$ cat config.mk
export PLATFORM = sky130hd
export DESIGN_NAME = tmu2_hdivarb_flat
export DESIGN_NICKNAME = d
export VERILOG_FILES = /design/src/rtl/tmu2_hdivarb_if.sv /design/src/rtl/tmu2_hdivarb.sv /design/src/flat_wrapper.sv
export SDC_FILE = /design/constraint.sdc
export NUM_CORES = 1
export LEC_CHECK = 0
export BUFFER_PORTS_ARGS = -buffer_cell sky130_fd_sc_hd__buf_4
export CAP_MARGIN = 20
export CELL_PAD_IN_SITES_DETAIL_PLACEMENT = 1
export CELL_PAD_IN_SITES_GLOBAL_PLACEMENT = 1
export CORE_MARGIN = 10
export CORE_UTILIZATION = 38
export CTS_CLUSTER_DIAMETER = 150
export CTS_CLUSTER_SIZE = 20
export DETAILED_ROUTE_END_ITERATION = 8
export GPL_TIMING_DRIVEN = 0
export HOLD_SLACK_MARGIN = 0.03
export MAX_ROUTING_LAYER = met4
export PLACE_DENSITY = 0.88
export SYNTH_ARGS = -nofsm -noshare
export SYNTH_HDL_FRONTEND = slang
export SYNTH_SLANG_ARGS = --single-unit
$ cat constraint.sdc
create_clock -name sys_clk -period 4.7 [get_ports sys_clk]
set_clock_uncertainty 0.2 [all_clocks]
set_input_delay 0.94 -clock sys_clk [delete_from_list [all_inputs] [get_ports sys_clk]]
set_output_delay 0.94 -clock sys_clk [all_outputs]
set_load 0.01 [all_outputs]
$ cat src/rtl/tmu2_hdivarb_if.sv
// Handshake and payload bundle for the TMU2 horizontal-division arbiter.
// Carries the two upstream lane ports (A, B) and the single downstream pipe port.
//   slave  : the arbiter's view (lane strobes/payload in, acks out, pipe out)
//   master : the surrounding logic's view (drives lanes, consumes pipe)
interface tmu2_hdivarb_if;
  // lane A
  logic               a_stb_i, a_ack_o;
  logic signed [11:0] a_x, a_y;
  logic signed [17:0] a_tsx, a_tsy, a_tex, a_tey;
  // lane B
  logic               b_stb_i, b_ack_o;
  logic signed [11:0] b_x, b_y;
  logic signed [17:0] b_tsx, b_tsy, b_tex, b_tey;
  // downstream pipe
  logic               pipe_stb_o, pipe_ack_i;
  logic signed [11:0] x, y;
  logic signed [17:0] tsx, tsy, tex, tey;
  logic               src_o;

  modport slave (
    input  a_stb_i, a_x, a_y, a_tsx, a_tsy, a_tex, a_tey,
    output a_ack_o,
    input  b_stb_i, b_x, b_y, b_tsx, b_tsy, b_tex, b_tey,
    output b_ack_o,
    output pipe_stb_o, x, y, tsx, tsy, tex, tey, src_o,
    input  pipe_ack_i
  );

  modport master (
    output a_stb_i, a_x, a_y, a_tsx, a_tsy, a_tex, a_tey,
    input  a_ack_o,
    output b_stb_i, b_x, b_y, b_tsx, b_tsy, b_tex, b_tey,
    input  b_ack_o,
    input  pipe_stb_o, x, y, tsx, tsy, tex, tey, src_o,
    output pipe_ack_i
  );
endinterface

$ cat src/rtl/tmu2_hdivarb.sv
// Two-lane round-robin arbiter feeding the TMU2 horizontal-division operand stage.
// One token per cycle is taken from the granted lane into a one-entry output
// register tagged with its source lane.
// Ports:
//   sys_clk, sys_rst  clock, async active-low reset
//   hold              stop issuing grants (output stage still drains)
//   cnt_clear         synchronous clear of the accepted-token counters
//   busy              output stage full or any lane requesting
//   cnt_a, cnt_b      accepted-token counters per lane (wrapping)
//   bus               lane A/B handshakes + payload in, pipe handshake + payload out
module tmu2_hdivarb #(
  parameter int CNT_W = 16
) (
  input  logic             sys_clk,
  input  logic             sys_rst,
  input  logic             hold,
  input  logic             cnt_clear,
  output logic             busy,
  output logic [CNT_W-1:0] cnt_a,
  output logic [CNT_W-1:0] cnt_b,
  tmu2_hdivarb_if.slave    bus
);

  typedef struct packed {
    logic signed [11:0] x, y;
    logic signed [17:0] tsx, tsy, tex, tey;
  } payload_t;

  localparam logic LANE_A = 1'b0;
  localparam logic LANE_B = 1'b1;

  payload_t         pay_a, pay_b;
  payload_t         pay_q, pay_d;
  logic             stb_q, stb_d;
  logic             src_q, src_d;
  logic             last_q, last_d;
  logic [CNT_W-1:0] cnt_a_q, cnt_a_d, cnt_b_q, cnt_b_d;

  logic can_load, gnt_vld, gnt_lane, acc_a, acc_b;

  assign pay_a = '{bus.a_x, bus.a_y, bus.a_tsx, bus.a_tsy, bus.a_tex, bus.a_tey};
  assign pay_b = '{bus.b_x, bus.b_y, bus.b_tsx, bus.b_tsy, bus.b_tex, bus.b_tey};

  assign can_load = ~stb_q | bus.pipe_ack_i;

  // Grant: ties go to the lane that did not win last time.
  always_comb begin
    gnt_vld  = 1'b0;
    gnt_lane = LANE_A;
    if (can_load && !hold) begin
      if (bus.a_stb_i && bus.b_stb_i) begin
        gnt_vld  = 1'b1;
        gnt_lane = ~last_q;
      end else if (bus.a_stb_i) begin
        gnt_vld  = 1'b1;
        gnt_lane = LANE_A;
      end else if (bus.b_stb_i) begin
        gnt_vld  = 1'b1;
        gnt_lane = LANE_B;
      end
    end
  end

  assign bus.a_ack_o = gnt_vld & (gnt_lane == LANE_A) & bus.a_stb_i;
  assign bus.b_ack_o = gnt_vld & (gnt_lane == LANE_B) & bus.b_stb_i;
  assign acc_a = bus.a_stb_i & bus.a_ack_o;
  assign acc_b = bus.b_stb_i & bus.b_ack_o;

  always_comb begin
    stb_d  = stb_q;
    pay_d  = pay_q;
    src_d  = src_q;
    last_d = last_q;
    if (gnt_vld) begin
      stb_d  = 1'b1;
      pay_d  = (gnt_lane == LANE_B) ? pay_b : pay_a;
      src_d  = gnt_lane;
      last_d = gnt_lane;
    end else if (bus.pipe_ack_i) begin
      stb_d  = 1'b0;
    end
  end

  // A clear coinciding with an accept leaves the counter at 1, not 0.
  always_comb begin
    cnt_a_d = cnt_a_q + CNT_W'(acc_a);
    cnt_b_d = cnt_b_q + CNT_W'(acc_b);
    if (cnt_clear) begin
      cnt_a_d = CNT_W'(acc_a);
      cnt_b_d = CNT_W'(acc_b);
    end
  end

  always_ff @(posedge sys_clk or negedge sys_rst) begin
    if (!sys_rst) begin
      stb_q   <= 1'b0;
      pay_q   <= '0;
      src_q   <= LANE_A;
      last_q  <= LANE_B;
      cnt_a_q <= '0;
      cnt_b_q <= '0;
    end else begin
      stb_q   <= stb_d;
      pay_q   <= pay_d;
      src_q   <= src_d;
      last_q  <= last_d;
      cnt_a_q <= cnt_a_d;
      cnt_b_q <= cnt_b_d;
    end
  end

  assign bus.pipe_stb_o = stb_q;
  assign bus.src_o      = src_q;
  assign bus.x          = pay_q.x;
  assign bus.y          = pay_q.y;
  assign bus.tsx        = pay_q.tsx;
  assign bus.tsy        = pay_q.tsy;
  assign bus.tex        = pay_q.tex;
  assign bus.tey        = pay_q.tey;
  assign cnt_a          = cnt_a_q;
  assign cnt_b          = cnt_b_q;
  assign busy           = stb_q | bus.a_stb_i | bus.b_stb_i;

endmodule

$ cat src/flat_wrapper.sv
// flat-port wrapper written by rule: the top's interface ports become plain ports
module tmu2_hdivarb_flat 
#(
  parameter int CNT_W = 16
)
  (sys_clk, sys_rst, hold, cnt_clear, busy, cnt_a, cnt_b, bus_a_stb_i, bus_a_x, bus_a_y, bus_a_tsx, bus_a_tsy, bus_a_tex, bus_a_tey, bus_a_ack_o, bus_b_stb_i, bus_b_x, bus_b_y, bus_b_tsx, bus_b_tsy, bus_b_tex, bus_b_tey, bus_b_ack_o, bus_pipe_stb_o, bus_x, bus_y, bus_tsx, bus_tsy, bus_tex, bus_tey, bus_src_o, bus_pipe_ack_i);
  tmu2_hdivarb_if bus_i ();
  input  logic sys_clk;
  input  logic sys_rst;
  input  logic hold;
  input  logic cnt_clear;
  output logic busy;
  output logic [CNT_W-1:0] cnt_a;
  output logic [CNT_W-1:0] cnt_b;
  input wire logic [$bits(bus_i.a_stb_i)-1:0] bus_a_stb_i;
  input wire logic [$bits(bus_i.a_x)-1:0] bus_a_x;
  input wire logic [$bits(bus_i.a_y)-1:0] bus_a_y;
  input wire logic [$bits(bus_i.a_tsx)-1:0] bus_a_tsx;
  input wire logic [$bits(bus_i.a_tsy)-1:0] bus_a_tsy;
  input wire logic [$bits(bus_i.a_tex)-1:0] bus_a_tex;
  input wire logic [$bits(bus_i.a_tey)-1:0] bus_a_tey;
  output wire logic [$bits(bus_i.a_ack_o)-1:0] bus_a_ack_o;
  input wire logic [$bits(bus_i.b_stb_i)-1:0] bus_b_stb_i;
  input wire logic [$bits(bus_i.b_x)-1:0] bus_b_x;
  input wire logic [$bits(bus_i.b_y)-1:0] bus_b_y;
  input wire logic [$bits(bus_i.b_tsx)-1:0] bus_b_tsx;
  input wire logic [$bits(bus_i.b_tsy)-1:0] bus_b_tsy;
  input wire logic [$bits(bus_i.b_tex)-1:0] bus_b_tex;
  input wire logic [$bits(bus_i.b_tey)-1:0] bus_b_tey;
  output wire logic [$bits(bus_i.b_ack_o)-1:0] bus_b_ack_o;
  output wire logic [$bits(bus_i.pipe_stb_o)-1:0] bus_pipe_stb_o;
  output wire logic [$bits(bus_i.x)-1:0] bus_x;
  output wire logic [$bits(bus_i.y)-1:0] bus_y;
  output wire logic [$bits(bus_i.tsx)-1:0] bus_tsx;
  output wire logic [$bits(bus_i.tsy)-1:0] bus_tsy;
  output wire logic [$bits(bus_i.tex)-1:0] bus_tex;
  output wire logic [$bits(bus_i.tey)-1:0] bus_tey;
  output wire logic [$bits(bus_i.src_o)-1:0] bus_src_o;
  input wire logic [$bits(bus_i.pipe_ack_i)-1:0] bus_pipe_ack_i;
  assign bus_i.a_stb_i = bus_a_stb_i;
  assign bus_i.a_x = bus_a_x;
  assign bus_i.a_y = bus_a_y;
  assign bus_i.a_tsx = bus_a_tsx;
  assign bus_i.a_tsy = bus_a_tsy;
  assign bus_i.a_tex = bus_a_tex;
  assign bus_i.a_tey = bus_a_tey;
  assign bus_a_ack_o = bus_i.a_ack_o;
  assign bus_i.b_stb_i = bus_b_stb_i;
  assign bus_i.b_x = bus_b_x;
  assign bus_i.b_y = bus_b_y;
  assign bus_i.b_tsx = bus_b_tsx;
  assign bus_i.b_tsy = bus_b_tsy;
  assign bus_i.b_tex = bus_b_tex;
  assign bus_i.b_tey = bus_b_tey;
  assign bus_b_ack_o = bus_i.b_ack_o;
  assign bus_pipe_stb_o = bus_i.pipe_stb_o;
  assign bus_x = bus_i.x;
  assign bus_y = bus_i.y;
  assign bus_tsx = bus_i.tsx;
  assign bus_tsy = bus_i.tsy;
  assign bus_tex = bus_i.tex;
  assign bus_tey = bus_i.tey;
  assign bus_src_o = bus_i.src_o;
  assign bus_i.pipe_ack_i = bus_pipe_ack_i;
  tmu2_hdivarb #(.CNT_W(CNT_W)) u_core (.sys_clk(sys_clk), .sys_rst(sys_rst), .hold(hold), .cnt_clear(cnt_clear), .busy(busy), .cnt_a(cnt_a), .cnt_b(cnt_b), .bus(bus_i));
endmodule
---- After elaboration in Yosys (flattened, before gate mapping) ----
Index checks and enable logic that the tools add are counted.
storage, ports and cells
  input port bits ......................... 199
  output and inout bits ................... 133
  word-level logic and storage cells ...... 41
  register bits ........................... 131
operators by class
  reduce and logical (&&, ||, !) cells .... 4
  bitwise operators ....................... 12
  add/sub/neg operators ................... 2
  multiplexer cells ....................... 12
operators with widths
  operator                                  count
  96-bit two-way mux                        1
  16-bit by 1-bit adder with 16-bit output  2
  16-bit two-way mux                        2
  1-bit two-way mux                         9
  1-bit AND                                 6
  1-bit NOT                                 3
  1-bit bitwise OR                          3
  1-bit logical AND                         2
  2-bit nonzero test                        1
  1-bit logical NOT                         1

---- Longest topological paths before layout ----
Gate-level depths: netlist of run 1.
  word-level depth ........................ 10
  depth in mapped cells ................... 8
  gate-level depth less buffers ........... 6

---- Least setup slack after synthesis of run 1 ----
Ideal clock, no wire load.
  path kind ............................... input to register
  start ................................... input port bus_b_stb_i
  end ..................................... register u_core.cnt_b_q[14], in the netlist u_core.cnt_b[14]
  buffers on the path ..................... 2
  data arrival time ....................... 2.888 ns
  setup time .............................. 0.125 ns
  cell stages on the path ................. 8
  slack ................................... 1.488 ns
  path through ............................ a21boi_2 -> buf_6 -> nor3b_2 -> ha_1 -> nand4_1 -> buf_2 -> nor4_1 -> mux2_2
between the ends
  longest elaborated chain between the ends .. 9
  elaborated cells between the ends (all ways) .. 13
  those cells by class .................... add/sub: 1; mux: 8; bitwise: 3; reduce/logical: 1
RTL lines
  what                                        line                 text
  start: declaration                          flat_wrapper.sv:23   input wire logic [$bits(bus_i.b_stb_i)-1:0] bus_b_stb_i;
  1-bit two-way mux                           tmu2_hdivarb.sv:57   end else if (bus.b_stb_i) begin
  1-bit two-way mux                           tmu2_hdivarb.sv:54   end else if (bus.a_stb_i) begin
  1-bit two-way mux                           tmu2_hdivarb.sv:51   if (bus.a_stb_i && bus.b_stb_i) begin
  1-bit two-way mux                           tmu2_hdivarb.sv:50   if (can_load && !hold) begin
  1-bit AND                                   tmu2_hdivarb.sv:65   assign bus.b_ack_o = gnt_vld & (gnt_lane == LANE_B) & bus.b_stb_i;
  1-bit AND *                                 tmu2_hdivarb.sv:65
  named net bus_b_ack_o                       flat_wrapper.sv:30   output wire logic [$bits(bus_i.b_ack_o)-1:0] bus_b_ack_o;
  1-bit AND *                                 tmu2_hdivarb.sv:67   assign acc_b = bus.b_stb_i & bus.b_ack_o;
  16-bit by 1-bit adder with 16-bit output *  tmu2_hdivarb.sv:87   cnt_b_d = cnt_b_q + CNT_W'(acc_b);
  16-bit two-way mux *                        tmu2_hdivarb.sv:88   if (cnt_clear) begin
  named net u_core.cnt_b_d[14]                tmu2_hdivarb.sv:37   logic [CNT_W-1:0] cnt_a_q, cnt_a_d, cnt_b_q, cnt_b_d;
  end signal: assignment                      tmu2_hdivarb.sv:108  cnt_b_q <= cnt_b_d;
  end: declaration                            tmu2_hdivarb.sv:37
The timed path passes the listed nets; every way through them passes the cells marked *.
A chain may end at the register's enable or synchronous reset.

---- Worst setup path in the final report of run 1 ----
  start ................................... input port bus_a_stb_i
  end ..................................... output port bus_b_ack_o
between the ends
  longest elaborated chain between the ends .. 5
  elaborated cells between the ends (all ways) .. 9
  those cells by class .................... mux: 6; bitwise: 2; reduce/logical: 1
RTL lines
  what                                                    line                                    text
  start: declaration                                      flat_wrapper.sv:15                      input wire logic [$bits(bus_i.a_stb_i)-1:0] bus_a_stb_i;
  1-bit two-way mux or 1-bit logical AND (tied branches)  tmu2_hdivarb.sv:54, tmu2_hdivarb.sv:51
  1-bit two-way mux                                       tmu2_hdivarb.sv:51
  1-bit two-way mux                                       tmu2_hdivarb.sv:50
  1-bit AND * (2 in series)                               tmu2_hdivarb.sv:65
  end: declaration                                        flat_wrapper.sv:30
Mark *: on every way between the ends. The rest lies on a longest branch, timed or not.

==> run metrics, run 1 <==
GPL Wtd Cong=0.847; via density per instance=5.02; DR WL/cell=22.4 um; final number of setup-violating endpoints=0; clock tree from TritonCTS=yes; source-to-sink clock delay at the later pin of the worst-skew pair=0.41 ns; Buf/Inv on CP=3; critical path type=in -> out; total DRC errors in the routed layout=0; buffer count from post-CTS setup fixing=0; worst-path cell chain=buf_4 -> a21boi_2 -> buf_6 -> nor3b_2 -> buf_4; Crit path largest cell delay=0.45 ns; count of cells resized by post-cts repair=0; number of nets in the final layout=1046; Power per Cell Area=404 mW/mm^2; CP max FO=10; Fmax achieved=0.285 GHz; number of global-route vias before repair=6231; proportion of layout cells with a drive suffix above 1=69.5%; count of input and output buffers=331; share of the clock period used by the worst path=74.7%; required arrival time at the worst endpoint=3.56 ns; Gate Count Post-Synth=492; first-pass iteration count of the detailed router=4; netlist area before placement=0.00666 sq mm; Final Instance Area=0.0102 sq mm; crit-path most repeated cell=sky130_fd_sc_hd__buf_4; result of the run=completed; antenna cell count=0; number of max-capacitance violations reported=0; DRC marker count from the first detailed-route iteration=200; number of antenna violations at the first check in global routing=0; transition time at the pin with the least slew margin=0.691 ns; half-perimeter wire length after placement=19500 um; clock slew seen by the registers of the worst setup and hold paths=0.06 ns; grt ovf=0; Layout area overhead=52.8%; area of the die=0.0232 sq mm; Synth cell types=33; Mapped Nets=695; Critical Path Source Type=input port; area of the placeable core=0.0172 sq mm; standard-cell row count=48; largest net degree at the start of global routing=72; cell area after placement=0.00945 sq mm; GR Util All Layers=20.8%; first-pass GRT wire length=36800 um; CP top delay family=buffers and inverters; Initial Util=38.6%; yosys synthesis warning count=0; flip-flop and latch area=0.00328 sq mm; Hold Crit Class=reg -> reg; vertical die dimension=152 um; Clock Path Buffers=2; post-placement cell count=1049; Final Hold Viols=0; sequential cell area fraction in the yosys report=49.3%; per-instance average area after synthesis=13.5 sq um; final std cells w/o fill=1081; # fillers=1767; slowest cell on the critical path=sky130_fd_sc_hd__nor3b_2; Total Neg Setup Slack=0 ns; minimum clock period=3.51 ns; worst setup slack after layout=1.19 ns; remaining number of nets flagged by the antenna check after routing=0; multi-input logic area=0.00318 sq mm; flip-flop and latch count after synthesis=131; Clock Sinks=131; CP Data Arrival Time=2.37 ns; kind of end point of the critical path=primary output; Pins Over Slew Limit=0; commonest non-fill, non-tap cell in the layout=sky130_fd_sc_hd__buf_4; CTS Hold Buffers Added=0; count of H-tree levels built during CTS=4; maximum resistive drop on vdd=0.220 mV; number of buffers created by CTS=17; cell at the root of the clock tree=sky130_fd_sc_hd__clkbuf_16; via count=5428; I/O pin count=332; unrepaired setup endpoints after global routing=false; final WL=24200 um; commonest cells after routing, fill and taps aside=sky130_fd_sc_hd__buf_4 (335), sky130_fd_sc_hd__mux2_2 (174), sky130_fd_sc_hd__dfrtp_1 (130), sky130_fd_sc_hd__mux2_4 (30), sky130_fd_sc_hd__nor2_1 (19); leakage=0.00481 uW; worst relative slew slack=53.3%; setup slack at placement=0.706 ns; die outline width=152 um
[routing by layer]
metal	GRT usage, %	vias up	wire (um)
met5	-	-	0
met1	21.6	2682	9180
met3	6.72	30	1690
li1	-	2492	-
met2	36.6	224	12900
met4	6.37	0	512
[power breakdown]
group | internal, uW | switching [uW] | total, uW
logic | 626 | 447 | 1070
clock network | 1120 | 482 | 1600
registers | 1330 | 110 | 1440
total | 3070 | 1040 | 4110
[worst reg2reg max path, cell delays in order (launching register included)]
cell,delay [ns]
sky130_fd_sc_hd__dfstp_2,0.38
sky130_fd_sc_hd__a21boi_2,0.40
sky130_fd_sc_hd__buf_6,0.25
sky130_fd_sc_hd__nor3b_2,0.45
sky130_fd_sc_hd__ha_1,0.25
sky130_fd_sc_hd__nand4_1,0.18
sky130_fd_sc_hd__buf_2,0.24
sky130_fd_sc_hd__nor4_1,0.35
sky130_fd_sc_hd__mux2_2,0.38
[sequential cells by signal (all words and copies together), names as in the netlist]
| name | count |
|---|---|
| u_core.bus.pipe_stb_o | 1 |
| u_core.bus.src_o | 1 |
| u_core.bus.tex | 18 |
| u_core.bus.tey | 18 |
| u_core.bus.tsx | 18 |
| u_core.bus.tsy | 18 |
| u_core.bus.x | 12 |
| u_core.bus.y | 12 |
| u_core.cnt_a | 16 |
| u_core.cnt_b | 16 |
| u_core.last_q | 1 |
[worst paths after layout]
path | from | to | slack [ns] | cells past startpoint
min in group asynchronous | sys_rst | u_core.cnt_a[6]$_DFF_PN0_ | 0.31 | 1
hold / removal | u_core.bus.src_o$_DFFE_PN0P_ | u_core.bus.src_o$_DFFE_PN0P_ | 0.28 | 1
setup / recovery | bus_a_stb_i | bus_b_ack_o | 1.19 | 5
setup reg to reg | u_core.last_q$_DFFE_PN1P_ | u_core.cnt_b[14]$_DFF_PN0_ | 1.50 | 8
max in group asynchronous | sys_rst | u_core.last_q$_DFFE_PN1P_ | 3.23 | 2
hold reg to reg | u_core.bus.src_o$_DFFE_PN0P_ | u_core.bus.src_o$_DFFE_PN0P_ | 0.28 | 1
[cell type report]
class,count,share of cell area (%)
sequential,131,32.2
multi-input combinational,327,31.2
timing repair buffer,332,24.7
clock buffer,24,4.93
tap,225,2.77
clock inverter,8,2.14
buffer,27,1.71
inverter,7,0.258
[kinds of logic (layout without fill, tap and decap cells)]
logic type	count (synthesis)	after routing	synth area share [%]
flops	131	131	49.3
xor+xnor	8	8	1.05
mux	204	204	36.2
fa+ha+maj	4	4	0.752
compound gates	27	27	2.46
simple gates	84	84	7.26
buf+inv	34	398	3.01
[through the flow]
stage          hold slack, ns  power [uW]  util (%)
3_3_place_gp            0.261        2490      54.7
2_1_floorplan           0.308        1910         -
4_1_cts                 0.286        4160      59.0
6_report                0.281        4110      59.0
3_5_place_dp            0.271        2540      54.8
5_1_grt                 0.300        4300      59.0
[synth_stat cells (all sizes together)]
library cell	count	area, sq um
o21ai	5	25.0
nor4b	1	8.76
nor3b	1	12.5
dfrtp	130	3250
o31ai	7	52.6
nor2	19	71.3
dfstp	1	26.3
a21o	2	15.0
nand3	8	40.0
ha	4	50.1
a21boi	1	11.3
a21oi	12	60.1
nor4	9	56.3
or3	7	43.8
or4	7	52.6
buf	24	163
nand2b	1	6.26
mux2	204	2410
xnor2	3	26.3
clkbuf	3	11.3
nor2b	12	77.6
inv	7	26.3
nor3	2	21.3
xor2	5	43.8
nand4	9	62.6
nand2	8	30.0
No activity file was read; power rests on OpenSTA's default activity.
==> run 2, diff against run 1 <==
--- a/config.mk
+++ b/config.mk
@@ -5,19 +5,20 @@
 export SDC_FILE = /design/constraint.sdc
 export NUM_CORES = 1
 export LEC_CHECK = 0
+export ABC_AREA = 1
 export BUFFER_PORTS_ARGS = -buffer_cell sky130_fd_sc_hd__buf_4
 export CAP_MARGIN = 20
 export CELL_PAD_IN_SITES_DETAIL_PLACEMENT = 1
 export CELL_PAD_IN_SITES_GLOBAL_PLACEMENT = 1
 export CORE_MARGIN = 10
-export CORE_UTILIZATION = 38
+export CORE_UTILIZATION = 28
 export CTS_CLUSTER_DIAMETER = 150
 export CTS_CLUSTER_SIZE = 20
 export DETAILED_ROUTE_END_ITERATION = 8
 export GPL_TIMING_DRIVEN = 0
 export HOLD_SLACK_MARGIN = 0.03
 export MAX_ROUTING_LAYER = met4
-export PLACE_DENSITY = 0.88
+export PLACE_DENSITY = 0.78
 export SYNTH_ARGS = -nofsm -noshare
 export SYNTH_HDL_FRONTEND = slang
 export SYNTH_SLANG_ARGS = --single-unit
==> constraint.sdc (replaced) <==
create_clock -name sys_clk -period 3.1 [get_ports sys_clk]
set_clock_uncertainty 0.2 [all_clocks]
set_input_delay 0.62 -clock sys_clk [delete_from_list [all_inputs] [get_ports sys_clk]]
set_output_delay 0.62 -clock sys_clk [all_outputs]
set_load 0.01 [all_outputs]
==> run 2 against run 1 <==
Core utilization fell by 15 points. Critical endpoint is now bus_a_ack_o. Non-clock buffer count up 19. Combinational power grew 29%. Synthesized cell count is 97% higher. Largest power group unchanged. Largest cell class unchanged. Sequential share of layout area down 0.36 points. Sequential power grew 47%. Area after synthesis rose by 0.88%. Design area increased by 1.1%.
==> run metrics, run 2 <==
final number of setup-violating endpoints=0; commonest non-fill, non-tap cell in the layout=sky130_fd_sc_hd__nand2_1; grt ovf=0; I/O pin count=332; cell types occupying the most area after synthesis=sky130_fd_sc_hd__dfrtp_1 (48%), sky130_fd_sc_hd__nand2_1 (20%), sky130_fd_sc_hd__nor2_1 (9.0%); most repeated cell in the gate-level netlist after synthesis=sky130_fd_sc_hd__nand2_1; startpoint of the most critical setup path=u_core.bus.pipe_stb_o$_DFFE_PN0P_; Final Instance Area=0.0103 sq mm; number of enable flip-flop cells after synthesis=0; number of global-route vias before repair=8012; antenna cell count=0; Synth cell types=22; worst relative slew slack=57.2%; internal reg-to-reg setup slack=0.33 ns; Pins Over Slew Limit=0; clock slew seen by the registers of the worst setup and hold paths=0.06 ns; half-perimeter wire length after placement=23700 um; area of the die=0.0306 sq mm; # fillers=3025; transition time at the pin with the least slew margin=0.641 ns; number of nets in the final layout=1525; die outline width=175 um; first-pass iteration count of the detailed router=5; Final Hold Slack=0.226 ns; Initial Util=28.5%; Power per Cell Area=556 mW/mm^2; share of the clock period used by the worst path=91.0%; Fmax achieved=0.355 GHz; Clock Path Buffers=2; Hold Crit Class=in -> reg; number of buffers created by CTS=17; number of max-capacitance violations reported=0; count of input and output buffers=331; remaining number of nets flagged by the antenna check after routing=0; CP Data Arrival Time=2.00 ns; worst setup path endpoint=bus_a_ack_o; DR WL/cell=18.3 um; leakage=0.00567 uW; commonest cells in the netlist=sky130_fd_sc_hd__nand2_1 (361), sky130_fd_sc_hd__nor2_1 (161), sky130_fd_sc_hd__dfrtp_1 (130); Clock Sinks=131; Mapped Nets=1172; GR Util All Layers=19.9%; kind of end point of the critical path=primary output; fraction of synthesized cell area taken by the top area cell type=48.4%; Reg2Reg Depth=15; count of H-tree levels built during CTS=4; GPL Wtd Cong=0.860; netlist area before placement=0.00672 sq mm; CP max FO=10; Gate Count Post-Synth=969; capture point of the worst reg-to-reg path=u_core.cnt_a[11]$_DFF_PN0_; proportion of layout cells with a drive suffix above 1=29.7%; unrepaired setup endpoints after global routing=false; via count=7433; total DRC errors in the routed layout=0; source-to-sink clock delay at the later pin of the worst-skew pair=0.42 ns; Post-synth top flop=sky130_fd_sc_hd__dfrtp_1; commonest cells after routing, fill and taps aside=sky130_fd_sc_hd__nand2_1 (361), sky130_fd_sc_hd__buf_4 (332), sky130_fd_sc_hd__nor2_1 (159), sky130_fd_sc_hd__dfrtp_1 (130), sky130_fd_sc_hd__inv_1 (123); final WL=30200 um; required arrival time at the worst endpoint=2.28 ns; Final Hold Viols=0; first-pass GRT wire length=46200 um; cell type with the largest total area after synthesis=sky130_fd_sc_hd__dfrtp_1; standard-cell row count=56; result of the run=completed; critical path type=reg -> out; Critical Path Source Type=flop; maximum resistive drop on vdd=0.280 mV; per-instance average area after synthesis=6.93 sq um; cell at the root of the clock tree=sky130_fd_sc_hd__clkbuf_16; cell area after placement=0.00963 sq mm; area of the placeable core=0.0235 sq mm; flip-flop and latch count after synthesis=131; DRC marker count from the first detailed-route iteration=343; via density per instance=4.50; largest net degree at the start of global routing=73; number of cells traversed by the worst hold path=2; Layout area overhead=53.2%; Reg-to-Reg Start=u_core.bus.pipe_stb_o$_DFFE_PN0P_; minimum clock period=2.82 ns; clock tree from TritonCTS=yes; fraction of registers with async set/reset=100%; min-delay src=bus_pipe_ack_i; number of antenna violations at the first check in global routing=0; vertical die dimension=175 um; yosys synthesis warning count=0; sequential cell area fraction in the yosys report=48.8%
==> run 2: metal layers <==
layer	vias to the layer above	wire length (um)	share of wire, %	global-route usage (%)
met5	-	0	0	-
met4	0	733	2.4	6.15
met3	33	2610	8.6	7.57
met2	251	14600	48	32.3
met1	3532	12300	41	22.3
li1	3617	-	-	-
==> run 2: layout make-up <==
class / instances / area (sq um) / share of cell area, %
Tap cell: 319 / 399 / 3.88
Timing Repair Buffer: 334 / 2530 / 24.6
Buffer: 44 / 201 / 1.96
Clock buffer: 19 / 453 / 4.40
Inverter: 124 / 465 / 4.52
Clock inverter: 12 / 181 / 1.76
Sequential cell: 131 / 3280 / 31.9
Multi-Input combinational cell: 670 / 2780 / 27.0
==> run 2: cells by family after synthesis <==
| family | after synthesis | synth area share, % |
|---|---|---|
| simple gates | 541 | 30.9 |
| xor+xnor | 3 | 0.391 |
| buf+inv | 168 | 9.89 |
| fa+ha+maj | 4 | 0.745 |
| compound gates | 122 | 9.24 |
| flops | 131 | 48.8 |
==> run 2: worst min-delay path by stage <==
stage,endpoint,slack (ns)
after global placement,u_core.last_q$_DFFE_PN1P_,0.26
after global routing,u_core.bus.pipe_stb_o$_DFFE_PN0P_,0.23
after floorplan,u_core.bus.pipe_stb_o$_DFFE_PN0P_,0.12
after CTS,u_core.bus.pipe_stb_o$_DFFE_PN0P_,0.21
after detailed placement,u_core.bus.src_o$_DFFE_PN0P_,0.26
final,u_core.bus.pipe_stb_o$_DFFE_PN0P_,0.23
==> run 2: stage by stage <==
step           utilization (%)  power [uW]  TNS, ns  worst slack, ns  std cells
3_3_place_gp              40.8        3510    -2.48           -0.295       1619
5_1_grt                   43.7        6030        0           0.0496       1653
4_1_cts                   43.7        5800        0           0.0551       1653
2_1_floorplan                -        2660        0            0.365        969
3_5_place_dp              40.9        3550    -3.11           -0.357       1620
6_report                  43.7        5720        0            0.280       1653
==> run 2: timing repair <==
item | in CTS | in global routing
setup buffers | 1 | 0
pin swaps | 1 | 0
hold buffers | 1 | 0
hold endpoints to repair | 43 | 0
endpoints found under the setup margin | 4 | 8
resized for setup | 1 | 2
==> run 2: where the power goes <==
part           switching [uW]  total, uW  leakage (uW)  internal, uW
Clock                     835       2220      0.000297          1390
Sequential                155       2120       0.00166          1960
Combinational             725       1380       0.00372           657
Total                    1720       5720       0.00567          4000
==> run 2: worst max-delay path: stages, from the launching register on <==
cell and delay, ns:
sky130_fd_sc_hd__dfrtp_1 0.35, sky130_fd_sc_hd__inv_1 0.08, sky130_fd_sc_hd__nor2_2 0.15, sky130_fd_sc_hd__nor2_1 0.07
sky130_fd_sc_hd__nand2_2 0.14, sky130_fd_sc_hd__clkbuf_4 0.29, sky130_fd_sc_hd__inv_1 0.14, sky130_fd_sc_hd__nor2_2 0.20
sky130_fd_sc_hd__buf_4 0.17
